<file path="config.mk">
export PLATFORM = sky130hd
export DESIGN_NAME = pipelined_ripple_adder
export DESIGN_NICKNAME = d
export VERILOG_FILES = /design/src/rtl/pipelined_ripple_adder.sv
export SDC_FILE = /design/constraint.sdc
export NUM_CORES = 1
export LEC_CHECK = 0
export CAP_MARGIN = 20
export CORE_MARGIN = 5
export CORE_UTILIZATION = 53
export CTS_CLUSTER_SIZE = 25
export DETAILED_ROUTE_END_ITERATION = 10
export GPL_ROUTABILITY_DRIVEN = 0
export PLACE_DENSITY = 0.85
export SYNTH_ARGS = -nofsm -noshare
export SYNTH_HDL_FRONTEND = slang
export SYNTH_SLANG_ARGS = --single-unit
</file>
<file path="constraint.sdc">
create_clock -name clk -period 1.9 [get_ports clk]
set_clock_uncertainty 0.15 [all_clocks]
set_input_delay 0.19 -clock clk [delete_from_list [all_inputs] [get_ports clk]]
set_output_delay 0.19 -clock clk [all_outputs]
set_load 0.1 [all_outputs]
</file>
<file path="src/rtl/pipelined_ripple_adder.sv">
// ============================================================================
// pipelined_ripple_adder
//
// Purpose:
//   N-bit unsigned adder computing sum = A + B + cin, split into STAGES equal
//   slices of W = N/STAGES bits. Each stage adds one slice and registers the
//   carry into the next stage, so the critical path is one W-bit add instead
//   of a full N-bit ripple. Inputs and outputs use a valid/ready handshake
//   with full back-pressure; one operand pair is accepted per clock.
//
// Parameters:
//   N       operand width in bits (default 8)
//   STAGES  number of pipeline stages / slices (default 4), must divide N
//
// Ports:
//   clk        in   1     clock, all logic on the rising edge
//   rst        in   1     synchronous active-high reset
//   in_valid   in   1     A/B/cin (and sub) valid this cycle
//   in_ready   out  1     block accepts input this cycle
//   A          in   N     operand A, unsigned
//   B          in   N     operand B, unsigned
//   cin        in   1     carry-in
//   sub        in   1     subtract select (only with PIPE_ADDER_SUB_EN)
//   out_valid  out  1     sum valid
//   out_ready  in   1     downstream accepts sum this cycle
//   sum        out  N+1   result, sum[N] = carry-out
//
// Configuration:
//   PIPE_ADDER_SUB_EN  when defined, adds the 'sub' port. sub=1 computes
//                      A - B mod 2^N with sum[N] = 1 meaning no borrow.
//                      Undefined: add only, no 'sub' port.
// ============================================================================
module pipelined_ripple_adder #(
    parameter int N      = 8,
    parameter int STAGES = 4
) (
    input  logic         clk,
    input  logic         rst,
    input  logic         in_valid,
    output logic         in_ready,
    input  logic [N-1:0] A,
    input  logic [N-1:0] B,
    input  logic         cin,
`ifdef PIPE_ADDER_SUB_EN
    input  logic         sub,
`endif
    output logic         out_valid,
    input  logic         out_ready,
    output logic [N:0]   sum
);

    localparam int W   = (STAGES > 0) ? N / STAGES : N;
    // Operand registers only exist between stages; keep at least one entry
    // so the single-stage build still has legal array bounds.
    localparam int OPS = (STAGES > 1) ? STAGES - 1 : 1;

    if ((STAGES < 1) ? 1'b1 : ((N % STAGES) != 0)) begin : g_bad_cfg
        $error("pipelined_ripple_adder: STAGES must be >= 1 and divide N");
    end

    // Subtraction is folded in at the entry point: inverting B and forcing
    // the carry-in to 1 turns the adder into A + ~B + 1 = A - B. The inverted
    // operand then travels down the pipeline with the rest of the transaction.
    logic [N-1:0] b_in;
    logic         c_in;

`ifdef PIPE_ADDER_SUB_EN
    assign b_in = sub ? ~B : B;
    assign c_in = sub ? 1'b1 : cin;
`else
    assign b_in = B;
    assign c_in = cin;
`endif

    // Pipeline state. Stage k register holds the partial result with slices
    // 0..k filled in, the carry out of slice k, and its valid bit. Operands
    // are shifted right by W after each stage so the next slice to add always
    // sits in the low W bits.
    logic [STAGES-1:0]        v_q;
    logic [STAGES-1:0]        c_q;
    logic [STAGES-1:0][N-1:0] r_q;
    logic [OPS-1:0][N-1:0]    a_q;
    logic [OPS-1:0][N-1:0]    b_q;

    // Per-stage inputs (st_*) and next values (nx_*).
    logic [STAGES-1:0][N-1:0] st_a;
    logic [STAGES-1:0][N-1:0] st_b;
    logic [STAGES-1:0][N-1:0] st_r;
    logic [STAGES-1:0]        st_c;
    logic [STAGES-1:0]        st_v;
    logic [STAGES-1:0][N-1:0] nx_r;
    logic [STAGES-1:0]        nx_c;
    logic [STAGES-1:0][W:0]   slice_s;

    logic stall;

    // A stall happens only when the last stage holds a result nobody takes.
    // With no valid result at the output, out_ready is irrelevant and the
    // pipeline keeps filling.
    assign stall     = out_valid & ~out_ready;
    assign in_ready  = ~stall;
    assign out_valid = v_q[STAGES-1];
    assign sum       = {c_q[STAGES-1], r_q[STAGES-1]};

    // Build each stage's view of its inputs and compute its slice add.
    // Stage 0 takes the ports directly; later stages take the registers of
    // the stage before them.
    always_comb begin
        st_a    = '0;
        st_b    = '0;
        st_r    = '0;
        st_c    = '0;
        st_v    = '0;
        nx_r    = '0;
        nx_c    = '0;
        slice_s = '0;

        st_a[0] = A;
        st_b[0] = b_in;
        st_c[0] = c_in;
        st_v[0] = in_valid;

        for (int k = 1; k < STAGES; k++) begin
            st_a[k] = a_q[k-1];
            st_b[k] = b_q[k-1];
            st_r[k] = r_q[k-1];
            st_c[k] = c_q[k-1];
            st_v[k] = v_q[k-1];
        end

        for (int k = 0; k < STAGES; k++) begin
            slice_s[k] = {1'b0, st_a[k][W-1:0]} + {1'b0, st_b[k][W-1:0]}
                       + (W+1)'(st_c[k]);
            nx_r[k]            = st_r[k];
            nx_r[k][k*W +: W]  = slice_s[k][W-1:0];
            nx_c[k]            = slice_s[k][W];
        end
    end

    // All stages advance together unless the output is stalled. Valid bits
    // shift every advancing cycle so bubbles move through like data. The
    // final stage only loads its data when a valid result arrives, which
    // keeps sum holding its last value across bubbles.
    always_ff @(posedge clk) begin
        if (rst) begin
            v_q <= '0;
            c_q <= '0;
            r_q <= '0;
            a_q <= '0;
            b_q <= '0;
        end else if (!stall) begin
            v_q <= st_v;
            for (int k = 0; k < STAGES - 1; k++) begin
                r_q[k] <= nx_r[k];
                c_q[k] <= nx_c[k];
            end
            if (st_v[STAGES-1]) begin
                r_q[STAGES-1] <= nx_r[STAGES-1];
                c_q[STAGES-1] <= nx_c[STAGES-1];
            end
            for (int k = 0; k < OPS; k++) begin
                a_q[k] <= st_a[k] >> W;
                b_q[k] <= st_b[k] >> W;
            end
        end
    end

    // The last stage consumes only the low slice of its operands, and the
    // single-stage build never reads the operand registers.
    logic unused_operands;
    assign unused_operands = ^{st_a[STAGES-1], st_b[STAGES-1], a_q, b_q};

endmodule

</file>
==> results.py <==
metrics = {
    "global_route": {
        "grt_usage": 0.148,
        "grt_max_degree": 41,
        "grt_pass1_vias": 1446,
        "overflow": 0,
        "grt_pass1_wl_um": 6230,
        "antenna_found_initial": 0,
    },
    "routing": {
        "final_antenna_net_count": 0,
        "wl_um": 3680,
        "drt_drc_violations_left": 0,
        "drtIter0Drc": 89,
        "routedWlPerCell_um": 11.5,
        "firstDrtPassIters": 4,
        "routed-via-count": 1570,
        "viasPerCell": 4.92,
    },
    "finish": {
        "antenna_cells": 0,
        "multi_input_area_um2": 891,
        "final_cells": 319,
        "syn2layout_area_growth_pct": 17.9,
        "final_area_um2": 2530,
        "fill_cells": 331,
        "register_area_um2": 1040,
        "nets": 297,
        "drive_gt1_frac": 0.145,
    },
    "timing": {
        "tightest_slew_ns": 0.394,
        "worst_slack_ns": 0.200,
        "setup_viol": 0,
        "rsz0062_at_grt": "false",
        "slew_violations": 0,
        "fin_crit_ns": 1.70,
        "period_share": 0.895,
        "max_freq_ghz": 0.588,
        "hold_viol": 0,
        "max_slew_margin": 0.738,
    },
    "synth": {
        "ys.flop_type": "dfxtp_1",
        "syn-num-nets": 274,
        "yosysMostFrequentCell": "nand2_1",
        "netlist_instances": 245,
        "yosys-top-cells-area": "dfxtp_1, nand2_1, a21oi_1",
        "synth_edf_count": 0,
        "yosysWarnings": 0,
        "synthTopCellsByCount": "nand2_1, dfxtp_1, a21oi_1, inv_1, a211oi_2",
        "synth_area_um2": 2150,
        "synth.avg_cell_area_um2": 8.76,
        "synth_area_leader_cell": "dfxtp_1",
        "async_flop_share": 0,
        "synth_seq_cells": 52,
        "synth_top_area_frac": 0.485,
        "yosysSeqAreaShare": 0.485,
        "synth_cell_types": 17,
    },
    "placed_design": {
        "pre_cts_slack_ns": -0.124,
        "place_hpwl_um": 2510,
        "dpl.cell_count": 311,
        "io_buffers": 31,
        "place_area_um2": 2440,
    },
    "clock_network": {
        "clk_transition_reported_paths_ns": 0.09,
        "cts_tree": "yes",
        "cts-buffers-inserted": 5,
        "insertion_delay_ns": 0.30,
        "hold_buffers": 0,
        "post_cts_resized": 0,
        "cts_num_sinks": 52,
        "post_cts_buffers": 0,
        "root_buffer": "clkbuf_8",
        "cts_buffer_depth": 2,
        "h-tree-depth": 2,
    },
    "critical_path": {
        "end_kind": "flip-flop",
        "crit_arrival_ns": 1.78,
        "crit_path_max_fanout": 2,
        "worstPathRequired_ns": 1.98,
        "cp-start-kind": "flip-flop",
        "r2r_slack_ns": 0.20,
        "path_class": "reg -> reg",
    },
    "floorplan": {
        "die_y_um": 73.6,
        "dieArea_um2": 5420,
        "fp.coreArea_um2": 3970,
        "ios": 32,
        "start_util": 0.541,
        "die_w_um": 73.6,
        "row_count": 23,
    },
    "pwr": {
        "p_sw_mw": 0.478,
        "p_comb_frac": 0.107,
        "ir_worst_vdd_uv": 461,
        "p_per_area_nw_per_um2": 798,
        "p_int_mw": 1.54,
        "seqPwrFrac": 0.580,
        "p_leak_nw": 0.963,
        "sw_frac_of_total": 0.237,
        "pwr-share-clk": 0.312,
    },
    "job": {
        "drv_cap": 0,
    },
    "worst_hold_path": {
        "min_path_type": "in -> reg",
    },
    "outcome": {
        "status": "finished, final reports clean",
    },
}
## stage by stage
stage | setup TNS (ns) | utilization | hold slack [ns] | power [mW]
2_1_floorplan | 0 | - | 0.180 | 1.34
3_3_place_gp | -0.0656 | 0.615 | 0.289 | 1.41
3_5_place_dp | -0.170 | 0.615 | 0.295 | 1.42
4_1_cts | 0 | 0.637 | 0.133 | 2.05
5_1_grt | 0 | 0.637 | 0.162 | 2.11
6_report | 0 | 0.637 | 0.148 | 2.02
## worst paths after layout
| check | startpoint | to | cells after the start |
|---|---|---|---|
| min reg2reg | a_q[16] | a_q[16] | 2 |
| min | rst | sum[1] | 2 |
| max | c_q[1] | nx_r[29] | 4 |
| max reg2reg | c_q[1] | nx_r[29] | 4 |
## cell usage in the layout (no fill, tap or decap)
cell type        count
a211oi_2            12
a21oi_1             42
a21oi_2              1
buf_12               4
buf_2                1
buf_4               11
clkbuf_1             2
clkbuf_8             6
clkdlybuf4s50_1     19
dfxtp_1             51
dfxtp_2              1
fa_1                 8
inv_1               21
inv_6                1
nand2_1             66
nand3_1              6
nor2_1               9
nor2_2               1
nor2b_4              1
o21ai_0              6
## flip-flops by register name (all words and copies together), names as in the netlist
name,cells
v_q,4
b_q,12
c_q,4
a_q,12
nx_r,12
sum,8
## worst max-delay path: stages (launching register included)
cell      delay [ns]
dfxtp_1         0.33
inv_1           0.06
fa_1            0.44
fa_1            0.48
a211oi_2        0.18
## power by group through the flow
stage	Combinational, mW	Clock [mW]	Sequential [mW]
6_report	0.217	0.631	1.17
5_1_grt	0.242	0.692	1.18
4_1_cts	0.220	0.655	1.17
3_5_place_dp	0.219	0	1.20
3_3_place_gp	0.213	0	1.19
2_1_floorplan	0.130	0	1.21
## final cells by class
type	count	area share
timing repair buffer	35	0.141
clock buffer	8	0.0356
sequential	52	0.412
multi-input combinational	152	0.352
tap	50	0.0247
inverter	22	0.0346
## logic make-up (layout without fill, tap and decap cells)
| group | after synthesis | in the layout | synth area share |
|---|---|---|---|
| and+or+nand+nor | 83 | 83 | 0.154 |
| AOI/OAI and AO/OA | 61 | 61 | 0.186 |
| DFF | 52 | 52 | 0.485 |
| buffers and inverters | 41 | 65 | 0.100 |
| adders and majority gates | 8 | 8 | 0.0746 |
## metal layers
metal  up-vias  global-route usage  share of wire
li1        821                   -              -
met1       714               0.171           0.44
met2        28               0.257           0.49
met3         7              0.0492          0.058
met4         0              0.0483          0.013
met5         -                   0              0
Power figures use the tool's default switching activity.
